## config.mk

```make
export PLATFORM = sky130hd
export DESIGN_NAME = switch_out_arbiter
export DESIGN_NICKNAME = d
export VERILOG_FILES = /design/src/rtl/switch_out_arbiter.sv
export SDC_FILE = /design/constraint.sdc
export NUM_CORES = 1
export LEC_CHECK = 0
export ABC_AREA = 0
export CORE_UTILIZATION = 37
export CTS_CLUSTER_SIZE = 30
export DETAILED_ROUTE_END_ITERATION = 6
export PLACE_DENSITY = 0.75
export SKIP_CTS_REPAIR_TIMING = 1
export SYNTH_ARGS = -nofsm -noshare
export SYNTH_HDL_FRONTEND = slang
export SYNTH_SLANG_ARGS = --single-unit
```

## constraint.sdc

```tcl
create_clock -name clk -period 2 [get_ports clk]
set_clock_uncertainty 0.1 [all_clocks]
set_input_delay 0.6 -clock clk [delete_from_list [all_inputs] [get_ports clk]]
set_output_delay 0.6 -clock clk [all_outputs]
set_load 0.02 [all_outputs]
```

## src/rtl/switch_out_arbiter.sv

```systemverilog
// Round-robin packet arbiter for one output port; grant one cycle after req, data path combinational.
// Backpressure: out_ready passes straight to the granted in_ready; stalls hold state and byte count.
module switch_out_arbiter #(
    parameter int NUM_PORTS  = 4,
    parameter int MAX_LEN    = 64,
    parameter int GAP_CYCLES = 1
) (
    input  logic                   clk,
    input  logic                   rst_n,
    input  logic [NUM_PORTS-1:0]   req,
    input  logic [8*NUM_PORTS-1:0] in_data,
    input  logic [NUM_PORTS-1:0]   in_status,
    input  logic [NUM_PORTS-1:0]   in_last,
    output logic [NUM_PORTS-1:0]   in_ready,
    output logic [NUM_PORTS-1:0]   grant,
    output logic [7:0]             out_data,
    output logic                   out_status,
    output logic                   out_last,
    input  logic                   out_ready,
    output logic                   busy,
    output logic                   err_len
);
    localparam int PW = (NUM_PORTS > 1) ? $clog2(NUM_PORTS) : 1;
    localparam logic [1:0] S_IDLE = 2'd0;
    localparam logic [1:0] S_XFER = 2'd1;
    localparam logic [1:0] S_GAP  = 2'd2;
    localparam logic [7:0] LAST_CNT = 8'(MAX_LEN - 1);
    localparam logic [1:0] GAP_END  = 2'(GAP_CYCLES - 1);

    logic [1:0]    state;
    logic [PW-1:0] gidx;
    logic [PW-1:0] ptr;
    logic [7:0]    cnt;
    logic [1:0]    gap_cnt;

    logic          win_vld;
    logic [PW-1:0] win_idx;
    logic [PW-1:0] cand;
    logic          fire;

    // Walk from farthest to nearest so the port closest after ptr is the final winner.
    always_comb begin
        win_vld = 1'b0;
        win_idx = '0;
        cand    = '0;
        for (int k = NUM_PORTS; k >= 1; k--) begin
            cand = PW'((int'(ptr) + k) % NUM_PORTS);
            if (req[cand]) begin
                win_vld = 1'b1;
                win_idx = cand;
            end
        end
    end

    always_comb begin
        in_ready   = '0;
        out_data   = 8'h00;
        out_status = 1'b0;
        out_last   = 1'b0;
        if (state == S_XFER) begin
            in_ready[gidx] = out_ready;
            out_data       = in_data[{gidx, 3'b000} +: 8];
            out_status     = in_status[gidx];
            out_last       = in_last[gidx] | (cnt == LAST_CNT);
        end
    end

    assign fire = out_status & out_ready;
    assign busy = (state != S_IDLE);

    always_ff @(posedge clk or negedge rst_n) begin
        if (!rst_n) begin
            state   <= S_IDLE;
            grant   <= '0;
            gidx    <= '0;
            ptr     <= PW'(NUM_PORTS - 1);
            cnt     <= 8'h00;
            gap_cnt <= 2'd0;
            err_len <= 1'b0;
        end else begin
            err_len <= 1'b0;
            case (state)
                S_IDLE: begin
                    if (win_vld) begin
                        grant <= NUM_PORTS'(1) << win_idx;
                        gidx  <= win_idx;
                        ptr   <= win_idx;
                        cnt   <= 8'h00;
                        state <= S_XFER;
                    end
                end
                S_XFER: begin
                    if (fire) begin
                        if (out_last) begin
                            grant   <= '0;
                            cnt     <= 8'h00;
                            gap_cnt <= 2'd0;
                            // A cut without a real last leaves the packet tail queued at the source.
                            err_len <= ~in_last[gidx];
                            state   <= (GAP_CYCLES == 0) ? S_IDLE : S_GAP;
                        end else begin
                            cnt <= cnt + 8'h01;
                        end
                    end
                end
                S_GAP: begin
                    if (gap_cnt == GAP_END) begin
                        state <= S_IDLE;
                    end else begin
                        gap_cnt <= gap_cnt + 2'd1;
                    end
                end
                default: state <= S_IDLE;
            endcase
        end
    end
endmodule

```

==> results of run 1 <==
## area by class of cell
type / count / area (µm²) / share of cell area, %
inverter: 7 / 26.3 / 0.948
sequential: 21 / 531 / 19.1
multi-input combinational: 99 / 978 / 35.3
clock inverter: 1 / 7.51 / 0.271
timing repair buffer: 106 / 1130 / 40.8
tap: 46 / 57.6 / 2.08
clock buffer: 3 / 41.3 / 1.49
## Yosys cell counts (all sizes together) (2+ instances only)
cell     count
dfrtp       19
nand2       12
nor2b       11
mux4        10
a22o         9
nor2         9
o21ai        9
inv          7
nand2b       4
nor3         4
a21oi        3
and3         3
clkbuf       3
mux2         3
a211o        2
buf          2
dfstp        2
ha           2
o2bb2ai      2
or4          2
## critical path, cell delays in order, from the launching register on
cell and delay, ns:
dfrtp_2 0.44, buf_12 0.14, buf_4 0.12, mux4_2 0.54, nor2b_4 0.16, buf_6 0.13
## flip-flops by register name, summed over array words and instances, names as in the netlist
signal and flops:
cnt 8, err_len 1, gap_cnt 2, gidx 2, grant 4, ptr 2, state 2
## per-stage QoR
step	setup slack, ns	area (µm²)	util [%]
after floorplan	-0.0558	1440	-
after global placement	-0.916	2390	68.8
after detailed placement	-0.931	2390	68.8
after CTS	-0.936	2430	70.2
after global routing	-0.537	2770	79.9
final	-0.495	2770	79.9
## cell families (layout without fill, tap and decap cells)
family / after synthesis / count (layout) / synth area share [%]
AOI/OAI and AO/OA: 31 / 31 / 16.7
and+or+nand+nor: 52 / 52 / 20.5
adders and majority gates: 2 / 2 / 1.79
muxes: 14 / 14 / 19.5
DFF: 21 / 21 / 37.7
buffers and inverters: 12 / 117 / 3.84
## routing by layer
layer / global-route usage [%] / up-vias / part of all wire (%)
met1: 28.4 / 782 / 37
met5: 0 / - / 0
met2: 36.8 / 77 / 55
li1: - / 707 / -
met4: 7.10 / 0 / 4.6
met3: 3.26 / 22 / 3.7
## path summary, 6_finish.rpt
check,end
max,out_data[1]
min,grant[1]
max reg2reg,cnt[4]
min reg2reg,grant[1]
max in group asynchronous,ptr[0]
min in group asynchronous,grant[1]
## power by group
part | leakage [nW] | switching (mW) | total (mW) | internal [mW]
logic | 1.28 | 1.37 | 2.88 | 1.51
clock network | 0.0217 | 0.149 | 0.289 | 0.141
registers | 0.271 | 0.116 | 0.695 | 0.579
total | 1.57 | 1.63 | 3.87 | 2.23
## cell usage in the layout (no fill, tap or decap), drive strengths merged, types with 3 or more instances in the layout
cell type      Yosys  final
dlymetal6s2s       0     44
mux4              10     10
o21ai              9      9
nand2b             4      4
clkdlybuf4s50      0      8
inv                7      7
a22o               9      9
dfrtp             19     19
a21oi              3      3
nor3               4      4
and3               3      3
nor2               9      9
nand2             12     12
clkbuf             3      4
buf                2     53
mux2               3      3
nor2b             11     11
==> run summary, run 1 <==
CP endpoint kind - output pin
NumNets Final - 287
Slew Viols, Final - 0
Crit path from - gidx[0]
Core area - 3470 µm²
FF+latch count, synth - 21
Setup Crit Path Kind - register to output pin
Reg2reg path depth - 8
Ys flop type - dfrtp_1
Initial antenna violation count - 0
Hold slack - 0.409 ns
Worst vdd rail ir drop - 0.720 mV
Clock Sinks - 21
Worst skew pair latency - 0.26 ns
Fillers - 205
Tot Pwr - 3.87 mW
Final period utilization - 125%
Setup TNS - -7.50 ns
Worst Path Required - 1.30 ns
Pwr/cell area - 1390 nW/µm²
Final non-filler cell total - 283
Reg2reg start - gidx[0]
Total grt overflow - 0
Final WL - 5.96 mm
Status - finished, violations left
Max Cap Violations - 0
Iteration-0 DRC Markers - 113
H-tree Lvls - 1
Lkg Pwr - 1.57 nW
Drt first pass iters - 6
Crit start category - register
CTS tree - built
Clock buffer depth - 2
Hold Path Cell Cnt - 1
Share of cells above drive strength 1 - 43.5%
Ports - 67
Worst slew pin tran - 0.353 ns
Final Critical Period - 2.49 ns
Clock slew seen by the registers of the worst setup and hold paths - 0.08 ns
Via/cell ratio - 5.61
First-pass GRT wire length - 6.80 mm
Hold Crit Start - grant[1]
Placed cell count - 272
Worst reg-to-reg setup slack - -0.35 ns
Number of port buffers - 66
Post-synthesis cell type count - 37
Yosys warnings - 0
Post-synth EDFFs - 0
TritonCTS buffer count - 3
Full die area - 4040 µm²
DR vias - 1588
Synthesized area per cell - 10.6 µm²
Final hold vios - 0
Post-DP HPWL - 3.47 mm
Final RePlAce weighted congestion - 0.818
Fmax - 401 MHz
Synth top area cells - dfrtp_1 (34%), mux4_2 (14%), a22o_1 (5.6%), nor2b_1 (4.9%), dfstp_2 (3.8%)
Net Count, Synth - 181
Clock root buffer - clkbuf_8
Number of remaining DRC errors - 0
Failing checks - setup timing
Row count - 21
Global Route Usage Sum - 21.8%
Antenna viol nets, final - 0
Post-synthesis sequential area ratio - 37.7%
Initial Util - 40.4%
Layout overhead on the synthesized area - 97.8%
DIE WIDTH - 63.5 µm
Post-synth top area share - 33.9%
Vias in the first global route - 1450
Setup ws final - -0.495 ns
DR WL/cell - 21.1 µm
Hold Path Class - register to register
Worst-path fanout max - 6
RSZ-0062 raised after global routing - true
Cell Area, Synth - 1400 µm²
Post-synth ARST share - 100%
Endpoints failing setup - 27
Largest net degree at the start of global routing - 22
Post-synth top area cell - dfrtp_1
N_diodes - 0
Die extent in y - 63.5 µm
Slew margin rel. - 76.3%
Post-synthesis instance total - 132
Crit path DAT - 1.79 ns
Note: power is estimated with default switching activity, not from simulation.
==> run 2, diff against run 1 <==
ABC_AREA = default   (was 0)
==> results of run 2 <==
Final layout, timing and power as in run 1 (identical DEF).
